### src/rtl/sdram_arb_pkg.sv
// Shared constants and types for the SDRAM slot arbiter: owner encoding, FSM states,
// and the fixed-priority winner selection.
package sdram_arb_pkg;

   localparam int unsigned OWN_W      = 3;
   localparam int unsigned STAT_W     = 16;
   localparam int unsigned RFSH_CNT_W = 10;

   localparam logic [OWN_W-1:0] OWN_NONE = 3'd0;
   localparam logic [OWN_W-1:0] OWN_CHIP = 3'd1;
   localparam logic [OWN_W-1:0] OWN_CPU  = 3'd2;
   localparam logic [OWN_W-1:0] OWN_HOST = 3'd3;
   localparam logic [OWN_W-1:0] OWN_RFSH = 3'd4;

   typedef enum logic [1:0] {
      ST_IDLE  = 2'd0,
      ST_GRANT = 2'd1,
      ST_BUSY  = 2'd2
   } arb_state_e;

   // Urgent refresh > chip > pending refresh > promoted host > cpu > host.
   function automatic logic [OWN_W-1:0] pick_owner(
      input logic rfsh_urgent,
      input logic chip_req,
      input logic rfsh_pend,
      input logic host_prom,
      input logic cpu_req,
      input logic host_req
   );
      if (rfsh_urgent)                return OWN_RFSH;
      else if (chip_req)              return OWN_CHIP;
      else if (rfsh_pend)             return OWN_RFSH;
      else if (host_prom && host_req) return OWN_HOST;
      else if (cpu_req)               return OWN_CPU;
      else if (host_req)              return OWN_HOST;
      else                            return OWN_NONE;
   endfunction

endpackage

### src/rtl/sdram_rfsh_timer.sv
// Free-running refresh interval timer with pending/urgent flags; clr consumes a
// refresh without disturbing the timer phase.
module sdram_rfsh_timer
   import sdram_arb_pkg::*;
#(
   parameter int unsigned RFSH_PERIOD = 895
) (
   input  logic clk,
   input  logic rst,
   input  logic clr,
   output logic pend,
   output logic urgent
);

   logic [RFSH_CNT_W-1:0] cnt_q, cnt_d;
   logic                  pend_q, pend_d;
   logic                  urgent_q, urgent_d;
   logic                  wrap_c;

   // A wrap coinciding with clr re-arms only pend, since the old refresh is being served.
   always_comb begin
      wrap_c   = (cnt_q == RFSH_CNT_W'(RFSH_PERIOD - 1));
      cnt_d    = wrap_c ? '0 : cnt_q + RFSH_CNT_W'(1);
      pend_d   = pend_q;
      urgent_d = urgent_q;
      if (clr) begin
         pend_d   = 1'b0;
         urgent_d = 1'b0;
      end
      if (wrap_c) begin
         if (pend_d) urgent_d = 1'b1;
         pend_d = 1'b1;
      end
   end

   always_ff @(posedge clk) begin
      if (rst) begin
         cnt_q    <= '0;
         pend_q   <= 1'b0;
         urgent_q <= 1'b0;
      end else begin
         cnt_q    <= cnt_d;
         pend_q   <= pend_d;
         urgent_q <= urgent_d;
      end
   end

   assign pend   = pend_q;
   assign urgent = urgent_q;

endmodule

### src/rtl/sdram_slot_arb.sv
// SDRAM slot arbiter: grants one slot at a time to chip, cpu, host or refresh.
// Optional grant counters are built when SDRAM_SLOT_ARB_STATS_EN is defined.
module sdram_slot_arb
   import sdram_arb_pkg::*;
#(
   parameter int unsigned RFSH_PERIOD   = 895,
   parameter int unsigned HOST_MAX_WAIT = 16
) (
   input  logic              clk,
   input  logic              rst,
   input  logic              chip_req,
   input  logic              cpu_req,
   input  logic              host_req,
   output logic              chip_gnt,
   output logic              cpu_gnt,
   output logic              host_gnt,
   output logic              slot_start,
   output logic [OWN_W-1:0]  slot_owner,
   input  logic              slot_done,
   output logic              rfsh_urgent,
   output logic [STAT_W-1:0] stat_chip,
   output logic [STAT_W-1:0] stat_cpu,
   output logic [STAT_W-1:0] stat_host,
   output logic [STAT_W-1:0] stat_rfsh
);

   localparam int unsigned HW_W = $clog2(HOST_MAX_WAIT + 1);

   arb_state_e       state_q, state_d;
   logic [OWN_W-1:0] owner_q, owner_d;
   logic [OWN_W-1:0] win_c;
   logic [HW_W-1:0]  host_wait_q, host_wait_d;
   logic             slot_start_q, slot_start_d;
   logic             chip_gnt_q, chip_gnt_d;
   logic             cpu_gnt_q, cpu_gnt_d;
   logic             host_gnt_q, host_gnt_d;
   logic             rfsh_pend, rfsh_urg, rfsh_clr;
   logic             host_prom_c, any_req_c;

   // The refresh being started consumes the pending/urgent flags.
   assign rfsh_clr = slot_start_q && (owner_q == OWN_RFSH);

   sdram_rfsh_timer #(
      .RFSH_PERIOD (RFSH_PERIOD)
   ) u_rfsh (
      .clk    (clk),
      .rst    (rst),
      .clr    (rfsh_clr),
      .pend   (rfsh_pend),
      .urgent (rfsh_urg)
   );

   always_comb begin
      state_d      = state_q;
      owner_d      = owner_q;
      host_wait_d  = host_wait_q;
      slot_start_d = 1'b0;
      host_prom_c  = (host_wait_q == HW_W'(HOST_MAX_WAIT));
      any_req_c    = chip_req || cpu_req || host_req || rfsh_pend || rfsh_urg;
      win_c        = pick_owner(rfsh_urg, chip_req, rfsh_pend, host_prom_c, cpu_req, host_req);

      case (state_q)
         ST_IDLE: begin
            if (any_req_c) begin
               state_d      = ST_GRANT;
               owner_d      = win_c;
               slot_start_d = 1'b1;
               if (win_c == OWN_HOST) begin
                  host_wait_d = '0;
               end else if (host_req && !host_prom_c) begin
                  host_wait_d = host_wait_q + HW_W'(1);
               end
            end
         end
         ST_GRANT: state_d = ST_BUSY;
         ST_BUSY: begin
            if (slot_done) begin
               state_d = ST_IDLE;
               owner_d = OWN_NONE;
            end
         end
         default: begin
            state_d = ST_IDLE;
            owner_d = OWN_NONE;
         end
      endcase

      chip_gnt_d = (owner_d == OWN_CHIP);
      cpu_gnt_d  = (owner_d == OWN_CPU);
      host_gnt_d = (owner_d == OWN_HOST);
   end

   always_ff @(posedge clk) begin
      if (rst) begin
         state_q      <= ST_IDLE;
         owner_q      <= OWN_NONE;
         host_wait_q  <= '0;
         slot_start_q <= 1'b0;
         chip_gnt_q   <= 1'b0;
         cpu_gnt_q    <= 1'b0;
         host_gnt_q   <= 1'b0;
      end else begin
         state_q      <= state_d;
         owner_q      <= owner_d;
         host_wait_q  <= host_wait_d;
         slot_start_q <= slot_start_d;
         chip_gnt_q   <= chip_gnt_d;
         cpu_gnt_q    <= cpu_gnt_d;
         host_gnt_q   <= host_gnt_d;
      end
   end

   assign chip_gnt    = chip_gnt_q;
   assign cpu_gnt     = cpu_gnt_q;
   assign host_gnt    = host_gnt_q;
   assign slot_start  = slot_start_q;
   assign slot_owner  = owner_q;
   assign rfsh_urgent = rfsh_urg;

`ifdef SDRAM_SLOT_ARB_STATS_EN
   logic [STAT_W-1:0] stat_chip_q, stat_chip_d;
   logic [STAT_W-1:0] stat_cpu_q, stat_cpu_d;
   logic [STAT_W-1:0] stat_host_q, stat_host_d;
   logic [STAT_W-1:0] stat_rfsh_q, stat_rfsh_d;

   // Count each grant in the cycle it is decided; counters wrap.
   always_comb begin
      stat_chip_d = stat_chip_q;
      stat_cpu_d  = stat_cpu_q;
      stat_host_d = stat_host_q;
      stat_rfsh_d = stat_rfsh_q;
      if (slot_start_d) begin
         case (owner_d)
            OWN_CHIP: stat_chip_d = stat_chip_q + STAT_W'(1);
            OWN_CPU:  stat_cpu_d  = stat_cpu_q + STAT_W'(1);
            OWN_HOST: stat_host_d = stat_host_q + STAT_W'(1);
            OWN_RFSH: stat_rfsh_d = stat_rfsh_q + STAT_W'(1);
            default: ;
         endcase
      end
   end

   always_ff @(posedge clk) begin
      if (rst) begin
         stat_chip_q <= '0;
         stat_cpu_q  <= '0;
         stat_host_q <= '0;
         stat_rfsh_q <= '0;
      end else begin
         stat_chip_q <= stat_chip_d;
         stat_cpu_q  <= stat_cpu_d;
         stat_host_q <= stat_host_d;
         stat_rfsh_q <= stat_rfsh_d;
      end
   end

   assign stat_chip = stat_chip_q;
   assign stat_cpu  = stat_cpu_q;
   assign stat_host = stat_host_q;
   assign stat_rfsh = stat_rfsh_q;
`else
   assign stat_chip = '0;
   assign stat_cpu  = '0;
   assign stat_host = '0;
   assign stat_rfsh = '0;
`endif

endmodule

### config.mk
export PLATFORM = sky130hd
export DESIGN_NAME = sdram_slot_arb
export DESIGN_NICKNAME = d
export VERILOG_FILES = /design/src/rtl/sdram_arb_pkg.sv /design/src/rtl/sdram_rfsh_timer.sv /design/src/rtl/sdram_slot_arb.sv
export SDC_FILE = /design/constraint.sdc
export NUM_CORES = 1
export LEC_CHECK = 0
export BUFFER_PORTS_ARGS = -buffer_cell sky130_fd_sc_hd__buf_4
export CORE_ASPECT_RATIO = 1.1
export CORE_MARGIN = 1.5
export CORE_UTILIZATION = 25
export DETAILED_ROUTE_END_ITERATION = 10
export PLACE_DENSITY = 0.58
export SKIP_CTS_REPAIR_TIMING = 1
export SYNTH_ARGS = -nofsm -noshare
export SYNTH_HDL_FRONTEND = slang
export SYNTH_SLANG_ARGS = --single-unit
### constraint.sdc
create_clock -name clk -period 1.44 [get_ports clk]
set_input_delay 0.288 -clock clk [delete_from_list [all_inputs] [get_ports clk]]
set_output_delay 0.288 -clock clk [all_outputs]
set_load 0.01 [all_outputs]
==> results.toml, run 1 <==
[placed_design]
io_buffers = 13
post-place-ws_ns = -0.0737
dp_hpwl_um = 2340
gp_congestion = 0.857

[critical_path]
worstPathRequired_ns = 1.60
cp-end-kind = "register"
timing.critical_path.buf_inv = 1
crit_type = "reg -> reg"
slowest_stage = "dfxtp_2"
cp_max_fo = 4
crit_chain = "inv_1, ha_2, nand4bb_4, o2bb2ai_2, and3_1, a211o_1"
arrival_ns = 1.60
max_stage_delay_ns = 0.33
critPathTopFamily = "compound AO/OA/AOI/OAI gates"
start_kind = "register"

[detailed_routing]
routed_wl_um = 3070
firstDrtPassIters = 4
antenna_left = 0
drt-initial-drc-count = 49
wl_met1_um = 1330
top_layer = "met4"
drc_errors = 0
wl_met2_um = 1560
vias = 1224
routed-wl-met3_um = 162
wl_per_cell_um = 9.71
viasPerCell = 3.87

[final_layout]
final_util_pct = 30.8
fin_nets = 245
diodes = 0
area_delta_synth_final_pct = 18.1
drive_above_1_share_pct = 29.9

[sta]
layout_setup_ws_ns = -0.00319
rsz0062_at_grt = "yes"
hold_viol = 0
finalMaxSlewViolations = 0
post-route-period-util_pct = 100
fmax_mhz = 693
holdWs_ns = 0.273
fin_crit_ns = 1.44
clock-skew-final_ns = 0.00745
setup_viol = 1

[power_and_ir_drop]
p_leak_nw = 0.942
power.density_nw_per_um2 = 888
peakVddDrop_v = 0.000384

[logic_synthesis]
yosysWarnings = 0
synthArstFlopShare_pct = 0
synth_edf_count = 0
synth.yosys.seq_area_share_pct = 30.1
avgSynthCellArea_um2 = 8.87
synth_area_um2 = 1730
synth-seq-cells = 26
synth_cell_types = 48
postSynthCellCount = 195
ys.flop_type = "dfxtp_1"

[grt]
grt_start_max_net_pins = 16
antenna_found_initial = 0
grt_pass1_vias = 1060
grt_util_all_layers_pct = 8.06
globalRouteOverflowTotal = 0
grt_first_pass_wirelength_um = 4690

[floorplanning]
dieArea_um2 = 7430
die_w_um = 82.3
io_pins = 78
rows = 31
core_um2 = 6630
chipHeight_um = 90.2
initial_core_util_pct = 26.1

[cts]
ctsHtreeMaxLevel = 1
cts_tree = "built"
clk_latency_ns = 0.27
numClockSinks = 26
clock-root-buffer = "clkbuf_8"
ctsLongestPathBuffers = 2
clkTransAtPathRegs_ns = 0.10
cts_buffers = 3

[run_status]
status = "finished with violations"
violations = "negative setup slack"

[min_path]
hp-class = "in -> reg"

[flow_run]
maxCapViolations = 0
-- cells in the mapped netlist, drive strengths merged (2+ instances only) --
master | instances | area (µm²)
o31ai | 3 | 27.5
nor3 | 5 | 30.0
inv | 8 | 30.0
a21oi | 3 | 15.0
xor2 | 6 | 52.6
nor2b | 2 | 12.5
buf | 66 | 499
xnor2 | 2 | 17.5
o311ai | 2 | 17.5
nand2 | 7 | 26.3
nand4 | 3 | 18.8
o21ai | 2 | 10.0
nor4b | 2 | 23.8
and3 | 3 | 18.8
a221oi | 2 | 23.8
nor3b | 4 | 45.1
nor2 | 16 | 60.1
dfxtp | 26 | 521
nand3 | 8 | 40.0
ha | 4 | 50.1
-- final timing paths --
kind	end	cells after the start	from	slack, ns
worst max-delay path	host_wait_q[4]$_SDFFE_PP0P_	6	host_wait_q[0]$_SDFFE_PP0P_	-0.003
worst min register to register	u_rfsh.cnt_q[0]$_SDFF_PP0_	1	u_rfsh.cnt_q[0]$_SDFF_PP0_	0.47
worst max register to register	host_wait_q[4]$_SDFFE_PP0P_	6	host_wait_q[0]$_SDFFE_PP0P_	-0.003
worst min-delay path	state_q[0]$_SDFFE_PP0P_	2	rst	0.27
-- cell type report --
class	count	area, µm²
Timing Repair Buffer	39	293
Sequential cell	26	532
Clock inverter	1	30.0
Fill cell	704	4590
Multi-Input combinational cell	157	1010
Tap cell	82	103
Inverter	8	30.0
Clock buffer	3	41.3
-- logic make-up (layout without fill, tap and decap cells) --
kind of cell             after synthesis  after routing  share of synthesized area [%]
flip-flops                            26             26                           30.1
XOR/XNOR                               8              8                           4.05
other                                  1             64                          0.217
AO/OA/AOI/OAI                         22             22                           11.1
adder cells (fa/ha/maj)                4              4                           2.89
AND/OR/NAND/NOR                       58             58                           20.1
multiplexers                           1              1                          0.651
buffers and inverters                 75             51                           30.8
-- metal layers --
metal / up-vias / track usage [%]
met1: 563 / 9.84
met4: 0 / 2.97
met3: 2 / 2.44
met2: 43 / 13.0
li1: 616 / -
met5: - / 0
-- power by group --
group          switching [mW]  internal [mW]  total [mW]  leakage, nW
sequential             0.0340          0.756       0.790        0.215
clock                   0.234          0.372       0.605       0.0357
combinational           0.227          0.191       0.418        0.692
total                   0.495           1.32        1.81        0.942
-- layout by cell type, fill, tap and decap left out, types with 2 or more instances in the layout --
cell	Yosys	final
nor3_1	4	4
nand3_1	8	8
dfxtp_1	26	21
xnor2_1	2	2
dfxtp_4	0	2
nor2b_1	2	2
nor2_1	16	15
o21ai_1	1	2
ha_1	4	3
inv_1	8	8
o311ai_2	0	2
and3_1	3	3
clkbuf_8	0	3
nand2_1	7	5
a21oi_1	3	3
nor3b_4	0	2
buf_4	65	39
nand4_1	3	3
xor2_1	6	6
dfxtp_2	0	3
conb_1	1	64
-- stage by stage --
step	instance area [µm²]	power (mW)	std cells	setup TNS [ns]
after floorplan	1970	1.15	258	0
after global placement	1860	1.17	312	-0.222
after detailed placement	1860	1.17	312	-0.287
after CTS	1930	1.78	316	-0.250
after global routing	2040	1.92	316	-0.257
final	2040	1.81	316	-0.00319
-- registers in the layout, indices dropped and copies added, names as in the netlist --
name           cells
slot_start         1
slot_owner         3
cpu_gnt            1
chip_gnt           1
u_rfsh.urgent      1
u_rfsh.pend        1
host_wait_q        5
host_gnt           1
u_rfsh.cnt_q      10
state_q            2
Power figures use the tool's default switching activity.
==> run 2, diff against run 1 <==
--- a/config.mk
+++ b/config.mk
@@ -8,9 +8,9 @@
 export BUFFER_PORTS_ARGS = -buffer_cell sky130_fd_sc_hd__buf_4
 export CORE_ASPECT_RATIO = 1.1
 export CORE_MARGIN = 1.5
-export CORE_UTILIZATION = 25
+export CORE_UTILIZATION = 42
 export DETAILED_ROUTE_END_ITERATION = 10
-export PLACE_DENSITY = 0.58
+export PLACE_DENSITY = 0.84
 export SKIP_CTS_REPAIR_TIMING = 1
 export SYNTH_ARGS = -nofsm -noshare
 export SYNTH_HDL_FRONTEND = slang
==> results.toml, run 2 (synthesis gave the netlist of run 1 again) <==
[sta]
layout_setup_ws_ns = -0.0799
setup_viol = 5
fmax_mhz = 658
holdWs_ns = 0.285
hold_viol = 0
fin_crit_ns = 1.52
finalMaxSlewViolations = 0
clock-skew-final_ns = 0.00410
fin_setup_tns_ns = -0.222
post-route-period-util_pct = 106
rsz0062_at_grt = "yes"
worst_slew_pin_slew_ns = 0.502
slew_headroom_pct = 66.1

[grt]
globalRouteOverflowTotal = 0
grt-busiest-layer = "met2"
use_met1_pct = 15.1
antenna_found_initial = 0
grt_use_met3_pct = 3.70
grt_pass1_vias = 1075
grt_util_all_layers_pct = 12.9
use_met2_pct = 22.9
grt_first_pass_wirelength_um = 4710
grt_start_max_net_pins = 14

[placed_design]
dp_hpwl_um = 2290
io_buffers = 13
gp_congestion = 0.881

[power_and_ir_drop]
p_leak_nw = 0.915
clockPowerShare_pct = 25.0
pwr-share-comb_pct = 26.1
p_int_mw = 1.12
peakVddDrop_v = 0.000406
power.density_nw_per_um2 = 814
seqPwrFrac_pct = 48.9
power_switching_mw = 0.495
swShare_pct = 30.6

[floorplanning]
die_w_um = 64.2
rows = 24
core_um2 = 3960
chipHeight_um = 70.3
initial_core_util_pct = 43.6
dieArea_um2 = 4510
io_pins = 78

[cts]
clock-root-buffer = "clkbuf_8"
clk_latency_ns = 0.27
ctsLongestPathBuffers = 2
clkTransAtPathRegs_ns = 0.08
numClockSinks = 26
ctsHtreeMaxLevel = 1
cts_buffers = 3
cts_tree = "built"

[critical_path]
slowest_stage = "dfxtp_4"
worstPathRequired_ns = 1.60
timing.critical_path.buf_inv = 1
start_kind = "register"
cp-end-kind = "register"
arrival_ns = 1.68
max_stage_delay_ns = 0.38
critPathTopFamily = "compound AO/OA/AOI/OAI gates"
cp_max_fo = 7
r2r-start = "state_q[1]$_SDFFE_PP0P_"
crit_start = "state_q[1]$_SDFFE_PP0P_"
crit_chain = "buf_4, o311ai_1, a21oi_1, a2111oi_2"
crit_type = "reg -> reg"

[min_path]
worstHoldStart = "rst"
hp-class = "in -> reg"

[final_layout]
layout_common_cells = "conb_1 (64), buf_4 (34), dfxtp_1 (21)"
diodes = 0
largest_reg_flops = 10
regMostFlops = "u_rfsh.cnt_q"
area_delta_synth_final_pct = 14.8
drive_above_1_share_pct = 30.6
final_common_cell = "conb_1"
final_util_pct = 50.1
fin_nets = 241

[detailed_routing]
drt-initial-drc-count = 104
drc_errors = 0
antenna_left = 0
viasPerCell = 4.58
wl_per_cell_um = 12.9
vias = 1288
routed_wl_um = 3620
firstDrtPassIters = 4

[run_status]
violations = "negative setup slack"
status = "finished with violations"

[flow_run]
maxCapViolations = 0
==> run 2: layer usage <==
| metal | vias to the layer above | wire length [µm] |
|---|---|---|
| met5 | - | 0 |
| met4 | 0 | 68 |
| met3 | 11 | 228 |
| met2 | 72 | 1930 |
| met1 | 600 | 1400 |
| li1 | 605 | - |
==> run 2: worst paths after layout <==
path,endpoint,slack [ns],cells after the start
setup / recovery,chip_gnt$_SDFF_PP0_,-0.08,4
hold / removal,state_q[0]$_SDFFE_PP0P_,0.28,2
setup reg to reg,chip_gnt$_SDFF_PP0_,-0.08,4
hold reg to reg,u_rfsh.cnt_q[0]$_SDFF_PP0_,0.47,1
==> run 2: worst register-to-register path, delay by kind of cell (launching register included) <==
family	cells	cell delay, ns
AOI/OAI and AO/OA	3	0.87
buffers and inverters	1	0.17
DFF	1	0.38
==> run 2: stage by stage <==
stage	setup slack, ns	area [µm²]	power, mW	std cells
floorplan	0.00971	1970	1.15	258
global placement	-0.0657	1780	1.13	276
detailed placement	-0.102	1780	1.14	276
CTS	-0.157	1820	1.55	279
global route	-0.127	1980	1.70	281
finish	-0.0799	1980	1.62	281
==> run 2: power groups by stage <==
stage	clock (mW)	combinational [mW]	sequential, mW
finish	0.404	0.422	0.790
global placement	0	0.332	0.798
CTS	0.424	0.341	0.783
detailed placement	0	0.339	0.800
global route	0.458	0.451	0.794
floorplan	0	0.349	0.802
==> run 2: final cells by class <==
cell class / instances / area, µm²
Clock buffer: 3 / 41.3
Fill cell: 373 / 1980
Inverter: 8 / 30.0
Tap cell: 52 / 65.1
Timing Repair Buffer: 35 / 267
Sequential cell: 26 / 529
Multi-Input combinational cell: 157 / 1050
